<file path="src/rtl/rd_burst_ctrl_if.sv">
// Signal bundle for rd_burst_ctrl: accessor read port, tag list, fetch engine and data RAM.
// master = the controller's view, slave = the surrounding system's view.
interface rd_burst_ctrl_if #(
  parameter int ADDR_W     = 32,
  parameter int DATA_W     = 32,
  parameter int LINE_WORDS = 32,
  parameter int LIST_DEPTH = 4,
  parameter int MAX_BURST  = 8
);
  localparam int LW = $clog2(MAX_BURST + 1);
  localparam int TW = $clog2(LIST_DEPTH);
  localparam int MW = TW + $clog2(LINE_WORDS);

  logic              rd_valid;
  logic              rd_ready;
  logic [ADDR_W-1:0] rd_addr;
  logic [LW-1:0]     rd_len;
  logic [DATA_W-1:0] rd_data;
  logic              rd_data_valid;
  logic              rd_last;
  logic              rd_done;

  logic              lk_req;
  logic              lk_cmd;
  logic [ADDR_W-1:0] lk_index;
  logic [TW-1:0]     lk_tag;
  logic              lk_gnt;
  logic [1:0]        lk_status;
  logic [TW-1:0]     lk_rtag;
  logic [ADDR_W-1:0] lk_vidx;

  logic              fetch_req;
  logic              fetch_cmd;
  logic [ADDR_W-1:0] fetch_addr;
  logic [TW-1:0]     fetch_tag;
  logic              fetch_gnt;
  logic              fetch_done;

  logic              mem_ren;
  logic [MW-1:0]     mem_raddr;
  logic              mem_rready;
  logic [DATA_W-1:0] mem_rdata;
  logic              mem_rdata_valid;

  modport master (
    input  rd_valid, rd_addr, rd_len,
    output rd_ready, rd_data, rd_data_valid, rd_last, rd_done,
    output lk_req, lk_cmd, lk_index, lk_tag,
    input  lk_gnt, lk_status, lk_rtag, lk_vidx,
    output fetch_req, fetch_cmd, fetch_addr, fetch_tag,
    input  fetch_gnt, fetch_done,
    output mem_ren, mem_raddr,
    input  mem_rready, mem_rdata, mem_rdata_valid
  );

  modport slave (
    output rd_valid, rd_addr, rd_len,
    input  rd_ready, rd_data, rd_data_valid, rd_last, rd_done,
    input  lk_req, lk_cmd, lk_index, lk_tag,
    output lk_gnt, lk_status, lk_rtag, lk_vidx,
    input  fetch_req, fetch_cmd, fetch_addr, fetch_tag,
    output fetch_gnt, fetch_done,
    input  mem_ren, mem_raddr,
    output mem_rready, mem_rdata, mem_rdata_valid
  );
endinterface

</file>
<file path="src/rtl/rd_burst_ctrl.sv">
// Cache burst read controller: splits a burst at line boundaries, resolves each line via
// lookup / writeback / fill / install, then streams words. RD_PERF_CNT_EN adds hit/miss counters.
module rd_burst_ctrl #(
  parameter int ADDR_W     = 32,
  parameter int DATA_W     = 32,
  parameter int LINE_WORDS = 32,
  parameter int LIST_DEPTH = 4,
  parameter int MAX_BURST  = 8,
  parameter int RETRY_GAP  = 4
) (
  input  logic           clk,
  input  logic           rst_n,
  rd_burst_ctrl_if.master bus,
  output logic [31:0]    o_hit_cnt,
  output logic [31:0]    o_miss_cnt
);
  localparam int LW = $clog2(MAX_BURST + 1);
  localparam int TW = $clog2(LIST_DEPTH);
  localparam int OW = $clog2(LINE_WORDS);
  localparam int BW = $clog2(DATA_W / 8);
  localparam int RW = (RETRY_GAP > 1) ? $clog2(RETRY_GAP) : 1;
  localparam logic [ADDR_W-1:0] LINE_BYTES = ADDR_W'(LINE_WORDS * (DATA_W / 8));

  typedef enum logic [3:0] {
    S_IDLE, S_LOOKUP, S_BACKOFF, S_WB_REQ, S_WB_WAIT, S_FILL_REQ,
    S_FILL_WAIT, S_INSTALL, S_STREAM, S_LINE_NEXT, S_DRAIN
  } state_t;

  typedef struct packed {
    logic lk_req;
    logic lk_cmd;
    logic fetch_req;
    logic fetch_cmd;
    logic mem_ren;
  } ctl_t;

  // Request strobes are registered alongside the state they belong to.
  function automatic ctl_t ctl_for(state_t s);
    ctl_t c;
    c           = '0;
    c.lk_req    = (s == S_LOOKUP) || (s == S_INSTALL);
    c.lk_cmd    = (s == S_INSTALL);
    c.fetch_req = (s == S_WB_REQ) || (s == S_FILL_REQ);
    c.fetch_cmd = (s == S_FILL_REQ);
    c.mem_ren   = (s == S_STREAM);
    return c;
  endfunction

  state_t            r_state;
  ctl_t              r_ctl;
  logic              r_rd_ready;
  logic              r_done;
  logic [ADDR_W-1:0] r_line_addr;
  logic [ADDR_W-1:0] r_vidx;
  logic [OW-1:0]     r_off;
  logic [TW-1:0]     r_tag;
  logic [LW-1:0]     r_len;
  logic [LW-1:0]     r_issued;
  logic [LW-1:0]     r_returned;
  logic [RW-1:0]     r_retry;

  logic w_active;
  logic w_beat;
  logic w_last;
  logic w_unused;

  // Read data is only meaningful while a burst can still have words in flight.
  assign w_active = (r_state == S_STREAM) || (r_state == S_DRAIN) ||
                    (r_state == S_LINE_NEXT) || (r_state == S_LOOKUP);
  assign w_beat   = bus.mem_rdata_valid && w_active && (r_returned < r_len);
  assign w_last   = w_beat && (r_returned == r_len - LW'(1));
  assign w_unused = ^bus.rd_addr[(BW > 0 ? BW : 1)-1:0];

  assign bus.rd_ready      = r_rd_ready;
  assign bus.rd_data       = w_beat ? bus.mem_rdata : '0;
  assign bus.rd_data_valid = w_beat;
  assign bus.rd_last       = w_last;
  assign bus.rd_done       = r_done;
  assign bus.lk_req        = r_ctl.lk_req;
  assign bus.lk_cmd        = r_ctl.lk_cmd;
  assign bus.lk_index      = r_line_addr;
  assign bus.lk_tag        = r_tag;
  assign bus.fetch_req     = r_ctl.fetch_req;
  assign bus.fetch_cmd     = r_ctl.fetch_cmd;
  assign bus.fetch_addr    = r_ctl.fetch_cmd ? r_line_addr : r_vidx;
  assign bus.fetch_tag     = r_tag;
  assign bus.mem_ren       = r_ctl.mem_ren;
  assign bus.mem_raddr     = {r_tag, r_off};

  always_ff @(posedge clk or negedge rst_n) begin
    if (!rst_n) begin
      r_state     <= S_IDLE;
      r_ctl       <= '0;
      r_rd_ready  <= 1'b0;
      r_done      <= 1'b0;
      r_line_addr <= '0;
      r_vidx      <= '0;
      r_off       <= '0;
      r_tag       <= '0;
      r_len       <= '0;
      r_issued    <= '0;
      r_returned  <= '0;
      r_retry     <= '0;
    end else begin
      r_done <= w_last;
      if (w_beat) r_returned <= r_returned + LW'(1);
      case (r_state)
        S_IDLE: begin
          if (r_rd_ready && bus.rd_valid) begin
            r_rd_ready  <= 1'b0;
            r_line_addr <= bus.rd_addr & ~(LINE_BYTES - ADDR_W'(1));
            r_off       <= bus.rd_addr[BW +: OW];
            r_len       <= (bus.rd_len == '0) ? LW'(1) : bus.rd_len;
            r_issued    <= '0;
            r_returned  <= '0;
            r_state     <= S_LOOKUP;
            r_ctl       <= ctl_for(S_LOOKUP);
          end else begin
            r_rd_ready <= 1'b1;
          end
        end
        S_LOOKUP: begin
          if (bus.lk_gnt) begin
            r_tag <= bus.lk_rtag;
            case (bus.lk_status)
              2'b01:   begin r_state <= S_STREAM;   r_ctl <= ctl_for(S_STREAM);   end
              2'b00:   begin r_state <= S_FILL_REQ; r_ctl <= ctl_for(S_FILL_REQ); end
              2'b10: begin
                r_vidx  <= bus.lk_vidx;
                r_state <= S_WB_REQ;
                r_ctl   <= ctl_for(S_WB_REQ);
              end
              default: begin
                r_retry <= '0;
                r_state <= S_BACKOFF;
                r_ctl   <= ctl_for(S_BACKOFF);
              end
            endcase
          end
        end
        S_BACKOFF: begin
          if (r_retry == RW'(RETRY_GAP - 1)) begin
            r_state <= S_LOOKUP;
            r_ctl   <= ctl_for(S_LOOKUP);
          end else begin
            r_retry <= r_retry + RW'(1);
          end
        end
        S_WB_REQ:    if (bus.fetch_gnt)  begin r_state <= S_WB_WAIT;   r_ctl <= ctl_for(S_WB_WAIT);   end
        S_WB_WAIT:   if (bus.fetch_done) begin r_state <= S_FILL_REQ;  r_ctl <= ctl_for(S_FILL_REQ);  end
        S_FILL_REQ:  if (bus.fetch_gnt)  begin r_state <= S_FILL_WAIT; r_ctl <= ctl_for(S_FILL_WAIT); end
        S_FILL_WAIT: if (bus.fetch_done) begin r_state <= S_INSTALL;   r_ctl <= ctl_for(S_INSTALL);   end
        S_INSTALL:   if (bus.lk_gnt)     begin r_state <= S_STREAM;    r_ctl <= ctl_for(S_STREAM);    end
        S_STREAM: begin
          if (bus.mem_rready) begin
            r_issued <= r_issued + LW'(1);
            r_off    <= r_off + OW'(1);
            // Burst completion wins over a line wrap on the same word.
            if (r_issued + LW'(1) == r_len) begin
              r_state <= S_DRAIN;
              r_ctl   <= ctl_for(S_DRAIN);
            end else if (r_off == OW'(LINE_WORDS - 1)) begin
              r_state <= S_LINE_NEXT;
              r_ctl   <= ctl_for(S_LINE_NEXT);
            end
          end
        end
        S_LINE_NEXT: begin
          r_line_addr <= r_line_addr + LINE_BYTES;
          r_state     <= S_LOOKUP;
          r_ctl       <= ctl_for(S_LOOKUP);
        end
        S_DRAIN: begin
          if (r_returned == r_len) begin
            r_rd_ready <= 1'b1;
            r_state    <= S_IDLE;
            r_ctl      <= ctl_for(S_IDLE);
          end
        end
        default: begin
          r_state <= S_IDLE;
          r_ctl   <= '0;
        end
      endcase
    end
  end

`ifdef RD_PERF_CNT_EN
  logic [31:0] r_hit_cnt;
  logic [31:0] r_miss_cnt;
  logic        w_lk_grant;

  // Only lookup grants count; install grants and busy retries are excluded.
  assign w_lk_grant = (r_state == S_LOOKUP) && bus.lk_gnt;

  always_ff @(posedge clk or negedge rst_n) begin
    if (!rst_n) begin
      r_hit_cnt  <= '0;
      r_miss_cnt <= '0;
    end else if (w_lk_grant) begin
      if (bus.lk_status == 2'b01 && r_hit_cnt != '1) r_hit_cnt <= r_hit_cnt + 32'd1;
      if ((bus.lk_status == 2'b00 || bus.lk_status == 2'b10) && r_miss_cnt != '1)
        r_miss_cnt <= r_miss_cnt + 32'd1;
    end
  end

  assign o_hit_cnt  = r_hit_cnt;
  assign o_miss_cnt = r_miss_cnt;
`else
  assign o_hit_cnt  = '0;
  assign o_miss_cnt = '0;
`endif
endmodule

</file>
<file path="src/flat_wrapper.sv">
// flat-port wrapper written by rule: the top's interface ports become plain ports
module rd_burst_ctrl_flat 
#(
  parameter int ADDR_W     = 32,
  parameter int DATA_W     = 32,
  parameter int LINE_WORDS = 32,
  parameter int LIST_DEPTH = 4,
  parameter int MAX_BURST  = 8,
  parameter int RETRY_GAP  = 4
)
  (clk, rst_n, o_hit_cnt, o_miss_cnt, bus_rd_valid, bus_rd_addr, bus_rd_len, bus_rd_ready, bus_rd_data, bus_rd_data_valid, bus_rd_last, bus_rd_done, bus_lk_req, bus_lk_cmd, bus_lk_index, bus_lk_tag, bus_lk_gnt, bus_lk_status, bus_lk_rtag, bus_lk_vidx, bus_fetch_req, bus_fetch_cmd, bus_fetch_addr, bus_fetch_tag, bus_fetch_gnt, bus_fetch_done, bus_mem_ren, bus_mem_raddr, bus_mem_rready, bus_mem_rdata, bus_mem_rdata_valid);
  rd_burst_ctrl_if #(.ADDR_W(ADDR_W), .DATA_W(DATA_W), .LINE_WORDS(LINE_WORDS), .LIST_DEPTH(LIST_DEPTH), .MAX_BURST(MAX_BURST)) bus_i ();
  input  logic clk;
  input  logic rst_n;
  output logic [31:0] o_hit_cnt;
  output logic [31:0] o_miss_cnt;
  input wire logic [$bits(bus_i.rd_valid)-1:0] bus_rd_valid;
  input wire logic [$bits(bus_i.rd_addr)-1:0] bus_rd_addr;
  input wire logic [$bits(bus_i.rd_len)-1:0] bus_rd_len;
  output wire logic [$bits(bus_i.rd_ready)-1:0] bus_rd_ready;
  output wire logic [$bits(bus_i.rd_data)-1:0] bus_rd_data;
  output wire logic [$bits(bus_i.rd_data_valid)-1:0] bus_rd_data_valid;
  output wire logic [$bits(bus_i.rd_last)-1:0] bus_rd_last;
  output wire logic [$bits(bus_i.rd_done)-1:0] bus_rd_done;
  output wire logic [$bits(bus_i.lk_req)-1:0] bus_lk_req;
  output wire logic [$bits(bus_i.lk_cmd)-1:0] bus_lk_cmd;
  output wire logic [$bits(bus_i.lk_index)-1:0] bus_lk_index;
  output wire logic [$bits(bus_i.lk_tag)-1:0] bus_lk_tag;
  input wire logic [$bits(bus_i.lk_gnt)-1:0] bus_lk_gnt;
  input wire logic [$bits(bus_i.lk_status)-1:0] bus_lk_status;
  input wire logic [$bits(bus_i.lk_rtag)-1:0] bus_lk_rtag;
  input wire logic [$bits(bus_i.lk_vidx)-1:0] bus_lk_vidx;
  output wire logic [$bits(bus_i.fetch_req)-1:0] bus_fetch_req;
  output wire logic [$bits(bus_i.fetch_cmd)-1:0] bus_fetch_cmd;
  output wire logic [$bits(bus_i.fetch_addr)-1:0] bus_fetch_addr;
  output wire logic [$bits(bus_i.fetch_tag)-1:0] bus_fetch_tag;
  input wire logic [$bits(bus_i.fetch_gnt)-1:0] bus_fetch_gnt;
  input wire logic [$bits(bus_i.fetch_done)-1:0] bus_fetch_done;
  output wire logic [$bits(bus_i.mem_ren)-1:0] bus_mem_ren;
  output wire logic [$bits(bus_i.mem_raddr)-1:0] bus_mem_raddr;
  input wire logic [$bits(bus_i.mem_rready)-1:0] bus_mem_rready;
  input wire logic [$bits(bus_i.mem_rdata)-1:0] bus_mem_rdata;
  input wire logic [$bits(bus_i.mem_rdata_valid)-1:0] bus_mem_rdata_valid;
  assign bus_i.rd_valid = bus_rd_valid;
  assign bus_i.rd_addr = bus_rd_addr;
  assign bus_i.rd_len = bus_rd_len;
  assign bus_rd_ready = bus_i.rd_ready;
  assign bus_rd_data = bus_i.rd_data;
  assign bus_rd_data_valid = bus_i.rd_data_valid;
  assign bus_rd_last = bus_i.rd_last;
  assign bus_rd_done = bus_i.rd_done;
  assign bus_lk_req = bus_i.lk_req;
  assign bus_lk_cmd = bus_i.lk_cmd;
  assign bus_lk_index = bus_i.lk_index;
  assign bus_lk_tag = bus_i.lk_tag;
  assign bus_i.lk_gnt = bus_lk_gnt;
  assign bus_i.lk_status = bus_lk_status;
  assign bus_i.lk_rtag = bus_lk_rtag;
  assign bus_i.lk_vidx = bus_lk_vidx;
  assign bus_fetch_req = bus_i.fetch_req;
  assign bus_fetch_cmd = bus_i.fetch_cmd;
  assign bus_fetch_addr = bus_i.fetch_addr;
  assign bus_fetch_tag = bus_i.fetch_tag;
  assign bus_i.fetch_gnt = bus_fetch_gnt;
  assign bus_i.fetch_done = bus_fetch_done;
  assign bus_mem_ren = bus_i.mem_ren;
  assign bus_mem_raddr = bus_i.mem_raddr;
  assign bus_i.mem_rready = bus_mem_rready;
  assign bus_i.mem_rdata = bus_mem_rdata;
  assign bus_i.mem_rdata_valid = bus_mem_rdata_valid;
  rd_burst_ctrl #(.ADDR_W(ADDR_W), .DATA_W(DATA_W), .LINE_WORDS(LINE_WORDS), .LIST_DEPTH(LIST_DEPTH), .MAX_BURST(MAX_BURST), .RETRY_GAP(RETRY_GAP)) u_core (.clk(clk), .rst_n(rst_n), .bus(bus_i), .o_hit_cnt(o_hit_cnt), .o_miss_cnt(o_miss_cnt));
endmodule
</file>
<file path="config.mk">
export PLATFORM = sky130hd
export DESIGN_NAME = rd_burst_ctrl_flat
export DESIGN_NICKNAME = d
export VERILOG_FILES = /design/src/rtl/rd_burst_ctrl_if.sv /design/src/rtl/rd_burst_ctrl.sv /design/src/flat_wrapper.sv
export SDC_FILE = /design/constraint.sdc
export NUM_CORES = 1
export LEC_CHECK = 0
export ABC_AREA = 1
export ABC_CLOCK_PERIOD_IN_PS = 4950
export CORE_MARGIN = 2
export CORE_UTILIZATION = 46
export CTS_BUF_LIST = sky130_fd_sc_hd__clkbuf_4
export DETAILED_ROUTE_END_ITERATION = 6
export PLACE_DENSITY_LB_ADDON = 0.25
export SLEW_MARGIN = 20
export SYNTH_ARGS = -nofsm -noshare
export SYNTH_HDL_FRONTEND = slang
export SYNTH_SLANG_ARGS = --single-unit
</file>
<file path="constraint.sdc">
create_clock -name clk -period 4.95 [get_ports clk]
set_clock_uncertainty 0.05 [all_clocks]
set_input_delay 0.99 -clock clk [delete_from_list [all_inputs] [get_ports clk]]
set_output_delay 0.99 -clock clk [all_outputs]
set_load 0.02 [all_outputs]
</file>
==> results list, run 1 <==
- Boundary Pins: between 200 and 300
* Worst-margin pin slew: 0.906 ns
* CTS tree: yes
- After synthesis the cells add up to slightly above 6000 µm².
- Total die area: 14300 µm²
* Net Sw Power: 2.35 mW
- Data on the critical path is required at its endpoint by a little under 4 ns.
* Max-Cap Viols: 0
* Die Y-Extent: 120 µm
- After synthesis, the netlist uses 40 different library cells.
* Crit Path Category: primary input to primary output
- In this run switching power makes up 46.9% of total power.
- Setup violations remaining at the end of the flow were counted as 0.
* Worst-skew pair later-pin latency: around 0.45 ns
* Overflow left after global routing: 0
* Starting Density: between 40% and 50%
- Summed over all failing endpoints, the final setup total negative slack is 0 ns.
* Internal power: 2.66 mW
* Worst min-delay path class: flop to flop
- Count of input and output buffers: 218
* Register-to-Register Setup Slack: about 2.5 ns
* Post-CTS sizing: 0
- The clock network is responsible for a little over a tenth of the overall power.
- Number of hold violations in the final report: 0
- The detailed router placed 5896 vias in this run.
- Setup repair after global routing left no endpoint under its margin.
* Startpoint Class: primary input
- Wire length of the first global-routing pass: ~27000 µm
- Pre-Repair DR Iteration Count: 7
* Part of the power in registers: between 20 and 30%
* Maximum number of pins on one net before global-route repair: 61
- Achievable Freq: 253 MHz
- EDFF count, synth: 0
- Average routed wire per standard cell: about 14 µm
* Worst hold path cell count: 2
- In this run, CTS created clock tree buffers numbering 9.
- In the routed layout, each cell is associated on average with a via count of 4.82.
- Worst slew margin relative to its limit: between 30% and 40%
- The path with the worst hold slack has its endpoint at u_core.bus.lk_req.
- Measured in cells, the most critical reg-to-reg path has a length of 9.
* Initial antenna violation count: 1
- Clock slew seen by the registers of the worst setup and hold paths: between 0.1 and 0.15 ns
- Reg-to-reg endpoint: u_core.bus.lk_index[20]
* Fraction of registers with async set or reset after synthesis: between 90% and 100%
* Flip-flop cell with the highest count after synthesis: dfrtp_1
- The final layout contains around 1200 nets.
- For the finished layout, the period the worst path requires is a little under 4 ns.
- Placement Rows: 42
- Dividing total power by cell area gives a power density of 602 nW/µm².
- Post-cts hold buffer count: 0
* Clk root buf: clkbuf_4
- Ranked by total cell area, the synthesized netlist is headed by dfrtp_1, nand2_1, buf_4, nor2_1, inv_1.
- Leak Pwr: between 4 and 5 nW
- The multi-input combinational cells in the finished layout cover a total of between 3000 and 4000 µm².
* DRC viols: 2
- Routability congestion estimate from global placement: 0.914
- Dividing the final minimum period by the clock period gives 79.9%.
- The largest total area in the synthesized netlist belongs to dfrtp_1.
- Sequential elements use 36.2% of the synthesized area.
* Count of synthesis-stage warnings from yosys: 0
- Along the worst path, the maximum fanout reaches 39.
- Violations in the final reports: DRC
- The via count of the first global-routing pass was between 5000 and 6000.
* H-tree levels: 3
* Total detailed-routing wirelength: approximately 17000 µm
- Mapped Avg Cell Area: about 7.4 µm²
- Count of state elements after synthesis: between 80 and 90
* Run status: finished, violations left
* FF+latch area: 2230 µm²
- Synthesis produced ~840 cells.
- Fraction of layout cells with a size suffix above 1: under 10%
* R2r startpoint: u_core.r_state[0]
* Core Region: approximately 13000 µm²
- Signed area change from the synthesized netlist to the final layout: 35.3%
- After the first detailed-routing iteration, the DRC count stood at just over 400.
- Total power consumption of the routed design: 5.01 mW
* Fill cells: about 1200
* Area fraction of the dominant cell type after synthesis: between 30% and 40%
* WP data arrival: just under 3 ns
* Post-DP Area: about 8100 µm²
- Post-route cell area: about 8300 µm²
- From left edge to right edge, the die measures 120 µm.
- The clock passes through at most 2 buffers.
* Startpoint of the lowest-slack hold path: u_core.bus.lk_req
- # clock sinks: between 80 and 90
- Detailed placement ended at an HPWL of between 10000 and 15000 µm.
* Total Routing Usage GR: between 20% and 30%
* Number of setup buffers added after CTS: 0
- Part of the power in combinational logic: 60.9%
- Count of final max-slew check failures: 0
- Startpoint of the worst setup timing path: bus_mem_rdata_valid
* Worst setup EP type: primary output
- Peak supply drop: 0.000357 V
- Antenna-violating nets left: 0
==> power by group through the flow <==
stage                     combinational, mW  sequential [mW]  clock (mW)
after floorplan                        1.81             1.49           0
after global placement                 3.02             1.43           0
after detailed placement               3.05             1.44           0
after CTS                              3.07             1.43       0.534
after global routing                   3.35             1.49       0.567
final                                  3.05             1.44       0.525
==> cell families (layout without fill, tap and decap cells) <==
group           count (synthesis)  in the layout  share of synthesized area [%]
simple gates                  399            399                           27.5
buf+inv                       206            344                           17.9
compound gates                 96             96                           8.65
flops                          89             89                           36.2
mux                            28             28                           6.46
fa+ha+maj                      11             11                           2.23
xor+xnor                        7              7                          0.995
other cells                     1             72                         0.0609
==> layout by cell type (no fill, tap or decap), types with 2 or more instances in the layout <==
cell and n:
nor2_4 3, o22ai_1 4, nand3b_1 3, xnor2_1 3
buf_4 4, conb_1 71, inv_2 5, o211ai_1 6
a211oi_1 3, nand3_1 60, nor3_1 4, nand2_2 4
nand2_1 174, clkbuf_4 9, a31oi_1 3, dfrtp_1 88
mux2_2 6, clkinv_2 2, nor2_1 133, nor2_2 2
a21oi_1 45, bufinv_16 3, inv_1 102, clkdlybuf4s50_1 217
nand4_1 10, o21ai_0 30, ha_1 11, mux2_4 22
xor2_1 4
==> area by class of cell <==
class                   instances  area share [%]
multi-input cells             612            37.1
flip-flops and latches         89            26.7
repair buffers                221            26.4
inverters                     107            4.82
well taps                     176            2.64
clock inverters                 7            1.41
clock buffers                   9           0.811
diodes                          1          0.0300
==> worst max-delay path, stage by stage <==
cell and delay [ns]:
clkdlybuf4s50_1 0.48, nand2_1 0.08, nor2_1 0.08, and3_1 0.17, nand2_1 0.05, buf_4 0.24, nor2_1 0.18, clkdlybuf4s50_1 0.63
==> synthesized netlist by cell type (2+ instances only) <==
library cell / instances
nand2_1: 174
ha_1: 11
nor3_1: 4
buf_2: 9
buf_6: 4
buf_4: 77
dfrtp_1: 89
nand4_1: 10
nand3_1: 60
nand3b_1: 3
a211oi_1: 3
nor2_2: 2
o211ai_1: 6
xnor2_1: 3
a31oi_1: 3
o21ai_0: 30
inv_1: 102
mux2_4: 22
nor2_4: 3
clkbuf_1: 8
o22ai_1: 4
nand2_2: 4
xor2_1: 4
mux2_2: 6
nor2_1: 133
inv_2: 5
a21oi_1: 45
==> through the flow <==
stage	util (%)	setup WS, ns	std cells	hold slack [ns]
2_1_floorplan	-	1.98	907	0.407
3_3_place_gp	62.0	1.02	1205	0.409
3_5_place_dp	62.0	0.983	1205	0.413
4_1_cts	63.4	0.981	1221	0.446
5_1_grt	63.4	0.842	1222	0.468
6_report	63.4	0.996	1222	0.442
==> flip-flops by register name (all words and copies together), names as in the netlist, 2 cells and up <==
name	count
u_core.r_vidx	32
u_core.r_returned	4
u_core.r_state	4
u_core.r_issued	4
u_core.r_off	5
u_core.r_retry	2
u_core.bus.lk_index	25
u_core.bus.fetch_tag	2
u_core.r_len	4
==> how the worst max path moves through the flow <==
stage                 endpoint  slack, ns  cells past startpoint
2_1_floorplan  bus_rd_data[10]       1.98                      7
3_3_place_gp       bus_rd_last       1.02                      8
3_5_place_dp       bus_rd_last       0.98                      8
4_1_cts            bus_rd_last       0.98                      8
5_1_grt            bus_rd_last       0.84                      8
6_report           bus_rd_last        1.0                      8
==> layer usage <==
| metal | up-vias | part of all wire, % | global-route usage, % |
|---|---|---|---|
| met4 | 0 | 1.6 | 6.18 |
| met5 | - | 0 | 0 |
| li1 | 2932 | - | - |
| met2 | 260 | 45 | 36.8 |
| met3 | 17 | 11 | 7.84 |
| met1 | 2687 | 42 | 30.3 |
(Power assumes the default switching activity.)
==> inputs of run 2 (changes only) <==
--- a/config.mk
+++ b/config.mk
@@ -6,9 +6,9 @@
 export NUM_CORES = 1
 export LEC_CHECK = 0
 export ABC_AREA = 1
-export ABC_CLOCK_PERIOD_IN_PS = 4950
+export ABC_CLOCK_PERIOD_IN_PS = 4000
 export CORE_MARGIN = 2
-export CORE_UTILIZATION = 46
+export CORE_UTILIZATION = 43
 export CTS_BUF_LIST = sky130_fd_sc_hd__clkbuf_4
 export DETAILED_ROUTE_END_ITERATION = 6
 export PLACE_DENSITY_LB_ADDON = 0.25
==> constraint.sdc (replaced) <==
create_clock -name clk -period 4 [get_ports clk]
set_clock_uncertainty 0.05 [all_clocks]
set_input_delay 0.8 -clock clk [delete_from_list [all_inputs] [get_ports clk]]
set_output_delay 0.8 -clock clk [all_outputs]
set_load 0.02 [all_outputs]
==> results list, run 2 (synthesis results as in run 1) <==
- Startpoint Class: flop
- Part of the power in registers: 28.3% (-0.3 points)
- The utilization after layout came to 59.7% (-3.7 points).
* FF+latch area: 2230 µm² (unchanged)
- The fraction of final layout cells sized beyond drive strength 1 is 6.77% (+0.36 points).
- The aggregate routed wire length came to 17100 µm (+2.4%).
- The worst path arrival time was 2.82 ns (-0.09 ns).
* Number of hold violations in the final report: 0 (unchanged)
* Internal power: 3.19 mW (+20%)
- The critical path is of the flop to primary output type.
- The finished layout cell area was 8330 µm² (about the same).
* DRC viols: 0 (-2)
* Core Region: 13900 µm² (+6.1%)
- The count of routing violations after the opening detailed-route iteration is 292 (-28%).
- The data required time at the worst endpoint was 3.15 ns (-0.76 ns).
- H-tree levels: 3 (unchanged)
- The net switching power of the design was 2.97 mW (+26%).
- The count of instances resized after the clock tree is built is 0 (unchanged).
- The actual transition at the worst max-transition pin was 0.859 ns (-0.0469 ns).
- Worst setup EP type: primary output
- Total Routing Usage GR: 22.1% (-1.0 points)
* Die Y-Extent: 124 µm (+3.3%)
* Pre-Repair DR Iteration Count: 5 (-2)
- Unrepaired setup endpoints after global routing: no
- Clock slew seen by the registers of the worst setup and hold paths: 0.15 ns (about the same)
- Most flops, register: u_core.r_vidx
- Maximum number of buffers from clock root to sink: 2 (unchanged)
- The number of sinks driven by the clock tree came to 89 (unchanged).
- Vias in the first global route: 5226 (-1.0%)
- Leaving out fill and tap cells, the most frequent cell in the layout is clkdlybuf4s50_1.
- The maximum fanout along the worst path is 34 (-13%).
- Fin Setup TNS: 0 ns (unchanged)
- The die outline width was 124 µm (+3.3%).
- The count of buffers from port buffering came to 218 (unchanged).
- Register-to-Register Setup Slack: 1.64 ns (-0.89 ns)
* Part of the power in combinational logic: 62.4% (+1.5 points)
- The count of pins over their slew limit is 0 (unchanged).
* Filler-free cell count of the finished design: 1229 (+0.57%)
- The ratio of routed vias to standard cells came to 4.77 (-1.2%).
- The area of the multi-input gates came to 3090 µm² (unchanged).
- In the finished design, the share of the clock period the worst path needs comes to between 90% and 100%.
* Starting Density: 44.2% (-2.7 points)
* Worst slew margin relative to its limit: 42.5% (+2.9 points)
- The number of filler cells placed in the layout was 1329 (+12%).
* Antenna-violating nets left: 0 (unchanged)
- Routability congestion estimate from global placement: 0.935 (+2.2%)
* Power share of the clock group: 9.3% (-1.2 points)
- The buffer count from post-CTS setup fixing came to 0 (unchanged).
* Clk root buf: clkbuf_4
- Total power consumption of the routed design: 6.16 mW (+23%)
- Counting I/O delays and the setup requirement, the final critical path takes about 3.7 ns.
- Largest register FFs: 32 (unchanged)
- # nets final: 1166 (+0.26%)
* Post-DP Area: 8170 µm² (+0.31%)
- TritonCTS built the clock tree.
- Number of setup violations in the final report: 0 (unchanged)
- The run finished with clean final reports.
- Worst-skew pair later-pin latency: 0.50 ns (+0.05 ns)
* Instance count after placement with tap cells included: 1212 (+0.58%)
- The routed length per instance was 13.9 µm (+1.8%).
- Placement Rows: 43 (+2.4%)
- Leaving out fill and tap cells, the most frequent cells in the layout are clkdlybuf4s50_1, nand2_1, nor2_1, inv_1, dfrtp_1.
- The full die area is 15300 µm² (+6.7%).
- Initial antenna violation count: 1 (unchanged)
- The max-cap check violation count is 0 (unchanged).
- Ratio of total power to cell area: 739 nW/µm² (+23%)
* Boundary Pins: 292 (unchanged)
- The area added between synthesis and finish came to 35.2% (about the same).
- Overflow left after global routing: 0 (unchanged)
* Placed wire-length estimate after detailed placement: 13300 µm (+2.7%)
- The worst IR drop on VDD came to 0.000405 V (+13%).
- The leakage power summed over all cells is 4.04 nW (about the same).
- Wire length of the first global-routing pass: 25800 µm (-2.6%)
- Post-cts hold buffer count: 0 (unchanged)
* Vias after detailed routing: 5857 (-0.66%)
* Achievable Freq: ~270 MHz
- Net switching share of the total power: 48.2% (+1.3 points)
- The number of buffers created by CTS is 9 (unchanged).
* Maximum number of pins on one net before global-route repair: 80 (+31%)
- The worst hold path belongs to the class primary input to asynchronous set/reset pin.
[run 2: metrics by stage]
| stage | hold WS, ns | worst slack (ns) |
|---|---|---|
| 6_report | 0.247 | 0.328 |
| 5_1_grt | 0.315 | 0.121 |
| 4_1_cts | 0.443 | 0.305 |
| 3_5_place_dp | 0.413 | 0.434 |
| 3_3_place_gp | 0.410 | 0.440 |
| 2_1_floorplan | 0.407 | 1.41 |
[run 2: cell type report]
cell class | count | area share (%)
repair buffers | 224 | 26.7
multi-input cells | 612 | 37.1
well taps | 180 | 2.71
clock buffers | 9 | 0.812
inverters | 107 | 4.82
clock inverters | 7 | 0.992
diodes | 1 | 0.0301
flip-flops and latches | 89 | 26.8
[run 2: power groups by stage]
| stage | Clock [mW] | Sequential, mW | Combinational (mW) |
|---|---|---|---|
| after detailed placement | 0 | 1.75 | 3.84 |
| after global placement | 0 | 1.74 | 3.80 |
| after floorplan | 0 | 1.85 | 2.24 |
| after CTS | 0.581 | 1.73 | 3.86 |
| final | 0.572 | 1.74 | 3.84 |
| after global routing | 0.620 | 1.80 | 4.22 |
[run 2: path summary, 6_finish.rpt]
kind,start,endpoint,cells past startpoint
max,u_core.r_returned[1],bus_rd_data[14],8
min reg2reg,u_core.bus.fetch_req,u_core.bus.fetch_req,2
max in group asynchronous,rst_n,u_core.r_returned[2],2
min in group clk,u_core.bus.fetch_req,u_core.bus.fetch_req,2
min,rst_n,u_core.bus.fetch_req,1
max reg2reg,u_core.r_state[2],u_core.r_issued[3],7
[run 2: critical path: stages, from the launching register on]
cell and delay (ns):
dfrtp_1 0.48, ha_1 0.36, inv_1 0.07, nor2_1 0.04
o21ai_0 0.21, nand2_1 0.17, buf_4 0.27, nor2_1 0.12
clkdlybuf4s50_1 0.62
[run 2: metal layers]
metal | track usage, % | part of all wire [%] | up-vias
met4 | 7.88 | 2.2 | 0
li1 | - | - | 2923
met5 | 0 | 0 | -
met1 | 28.5 | 41 | 2658
met3 | 7.46 | 11 | 22
met2 | 34.7 | 45 | 254
==> inputs of run 3 (changes only) <==
--- a/config.mk
+++ b/config.mk
@@ -12,6 +12,7 @@
 export CTS_BUF_LIST = sky130_fd_sc_hd__clkbuf_4
 export DETAILED_ROUTE_END_ITERATION = 6
 export PLACE_DENSITY_LB_ADDON = 0.25
+export REMOVE_ABC_BUFFERS = 1
 export SLEW_MARGIN = 20
 export SYNTH_ARGS = -nofsm -noshare
 export SYNTH_HDL_FRONTEND = slang
==> results list, run 3 (synthesis results as in run 1) <==
- Run status: complete, no violations
- The met3 capacity usage during global routing was 4.26% (-3.2 points).
- 1st-iter DRT viols: 329 (+13%)
- The area of the multi-input gates came to 3090 µm² (unchanged).
- Count of final max-slew check failures: 0 (unchanged)
* Post-CTS sizing: 0 (unchanged)
- Worst min-delay path class: primary input to asynchronous set/reset pin
- Placed wire-length estimate after detailed placement: 12600 µm (-5.0%)
- The layer flagged by global routing as most heavily used is met2.
- The length in cells of the worst reg-to-reg path came to 5 (-2).
- The fraction of final layout cells sized beyond drive strength 1 came to 6.86% (+0.082 points).
- H-tree levels: 3 (unchanged)
* Clock slew seen by the registers of the worst setup and hold paths: 0.14 ns (about the same)
- Overflow left after global routing: 0 (unchanged)
- The slowest stage of the critical path belongs to the cell clkdlybuf4s50_1.
- The final hold violation count came to 0 (unchanged).
* Starting Density: 44.2% (unchanged)
- Vias after detailed routing: 5725 (-2.3%)
- Met1 usage in global routing: 29.6% (+1.1 points)
* # clock sinks: 89 (unchanged)
* DRC viols: 0 (unchanged)
- Crit Path Category: flop to primary output
* Worst Hold Margin: 0.218 ns (-0.0285 ns)
- The library cells used most frequently in the layout, excluding fill and tap cells, are clkdlybuf4s50_1, nand2_1, nor2_1, inv_1, dfrtp_1.
- The worst IR drop on VDD is 0.000367 V (-9.5%).
- Fill cells: 1307 (-1.7%)
* Cts bufs inserted: 9 (unchanged)
- Leak Pwr: 4.06 nW (+0.30%)
* Signed area change from the synthesized netlist to the final layout: 35.5%
- Leaving out fill and tap cells, the most frequent cell in the layout is clkdlybuf4s50_1.
* Number of setup violations in the final report: 0 (unchanged)
- The worst setup path is captured at a primary output.
- Initial antenna violation count: 1 (unchanged)
- The register cell area after layout was 2230 µm² (unchanged).
- The fraction of the cycle the final worst path needs was 88.9% (-2.9 points).
- Met2 track demand over resource in global routing: 34.5% (-0.17 points)
- The count of buffers from port buffering came to 218 (unchanged).
- The overall track demand over capacity in global routing came to 21.9% (-0.28 points).
- The aggregate routed wire length was 16800 µm (-2.1%).
* Pre-Repair DR Iteration Count: 5 (unchanged)
- The I/O pin total came to 292 (unchanged).
* Overall die width: 124 µm (unchanged)
* Largest register FFs: 32 (unchanged)
* Die Y-Extent: 124 µm (unchanged)
- The data required time at the worst endpoint is 3.15 ns (about the same).
* # nets final: 1168 (+0.17%)
- Clk root buf: clkbuf_4
* Most flops, register: u_core.r_vidx
- The core footprint was 13900 µm² (unchanged).
- CTS tree: yes
* Maximum number of pins on one net before global-route repair: 76 (-5.0%)
* Total die area: 15300 µm² (unchanged)
- Peak fanout along the critical path: 25 (-26%)
* WP data arrival: 2.71 ns (-0.11 ns)
- Achievable Freq: 281 MHz (+3.3%)
- The ratio of routed vias to standard cells is 4.65 (-2.4%).
- Worst-skew pair later-pin latency: 0.47 ns (-0.03 ns)
* Vias in the first global route: 5116 (-2.1%)
- Traced cell by cell, the critical path runs through inv_1 -> ha_1 -> inv_1 -> nor2_1 -> o21ai_0 -> nand2_1 -> buf_4 -> nor2_1 -> clkdlybuf4s50_1.
- The buffer count from post-CTS setup fixing is 0 (unchanged).
* Worst slew margin relative to its limit: 51.3% (+8.7 points)
* Fin crit period: 3.56 ns (-0.116 ns)
- The hold buffer count at CTS was 0 (unchanged).
- Maximum number of buffers from clock root to sink: 2 (unchanged)
- Wire length of the first global-routing pass: 25900 µm (+0.38%)
* Fin Setup TNS: 0 ns (unchanged)
- The overall power after layout is 6.07 mW (-1.3%).
* Largest incremental delay on the critical path: 0.63 ns (about the same)
* Max-Cap Viols: 0 (unchanged)
- The power density over the cells was 728 nW/µm² (-1.6%).
- Unrepaired setup endpoints after global routing: no
* Worst-margin pin slew: 0.731 ns (-0.128 ns)
- Routability congestion estimate from global placement: 0.854 (-8.6%)
- The post-detailed-route count of antenna-violating nets is 0 (unchanged).
- Startpoint Class: flop
* Average routed wire per standard cell: 13.6 µm (-2.2%)
- The total number of placement rows is 43 (unchanged).
-- run 3: per-layer routing --
layer  routed length [µm]  up-vias
met4                  356        0
met1                 7410     2571
li1                     -     2934
met2                 7790      198
met5                    0        -
met3                 1220       22
-- run 3: worst max-delay path: cells and delay by family (launching register included) --
kind,cells,cell delay [ns]
buf+inv,4,1.06
flops,1,0.40
simple gates,3,0.29
fa+ha+maj,1,0.28
compound gates,1,0.21
-- run 3: power breakdown --
| group | switching, mW | leakage, nW | total, mW | internal (mW) |
|---|---|---|---|---|
| logic | 2.13 | 2.89 | 3.83 | 1.70 |
| registers | 0.425 | 1.09 | 1.74 | 1.31 |
| clock network | 0.317 | 0.0799 | 0.511 | 0.195 |
-- run 3: path summary, 6_finish.rpt --
check / from / endpoint / slack, ns
min in group clk: u_core.bus.mem_ren / u_core.bus.mem_ren / 0.44
max: u_core.r_len[1] / bus_rd_last / 0.44
min: rst_n / u_core.r_off[4] / 0.22
min reg2reg: u_core.bus.mem_ren / u_core.bus.mem_ren / 0.44
max reg2reg: u_core.r_state[2] / u_core.r_vidx[8] / 1.79
max in group asynchronous: rst_n / u_core.bus.lk_index[18] / 2.83
-- run 3: layout make-up --
| class | count | share of cell area [%] |
|---|---|---|
| Antenna cell | 1 | 0.0300 |
| Clock buffer | 10 | 0.899 |
| Clock inverter | 6 | 0.704 |
| Inverter | 107 | 4.81 |
| Multi-Input combinational cell | 612 | 37.0 |
| Sequential cell | 89 | 26.7 |
| Tap cell | 180 | 2.70 |
| Timing Repair Buffer | 226 | 27.1 |
-- run 3: stage by stage --
stage / setup WS, ns / instance area [µm²] / utilization [%] / instances
after global placement: 0.531 / 8190 / 58.8 / 1213
after CTS: 0.387 / 8330 / 59.7 / 1229
after floorplan: 1.11 / 5720 / - / 808
final: 0.444 / 8350 / 59.9 / 1231
after global routing: 0.276 / 8350 / 59.9 / 1231
after detailed placement: 0.522 / 8190 / 58.8 / 1213
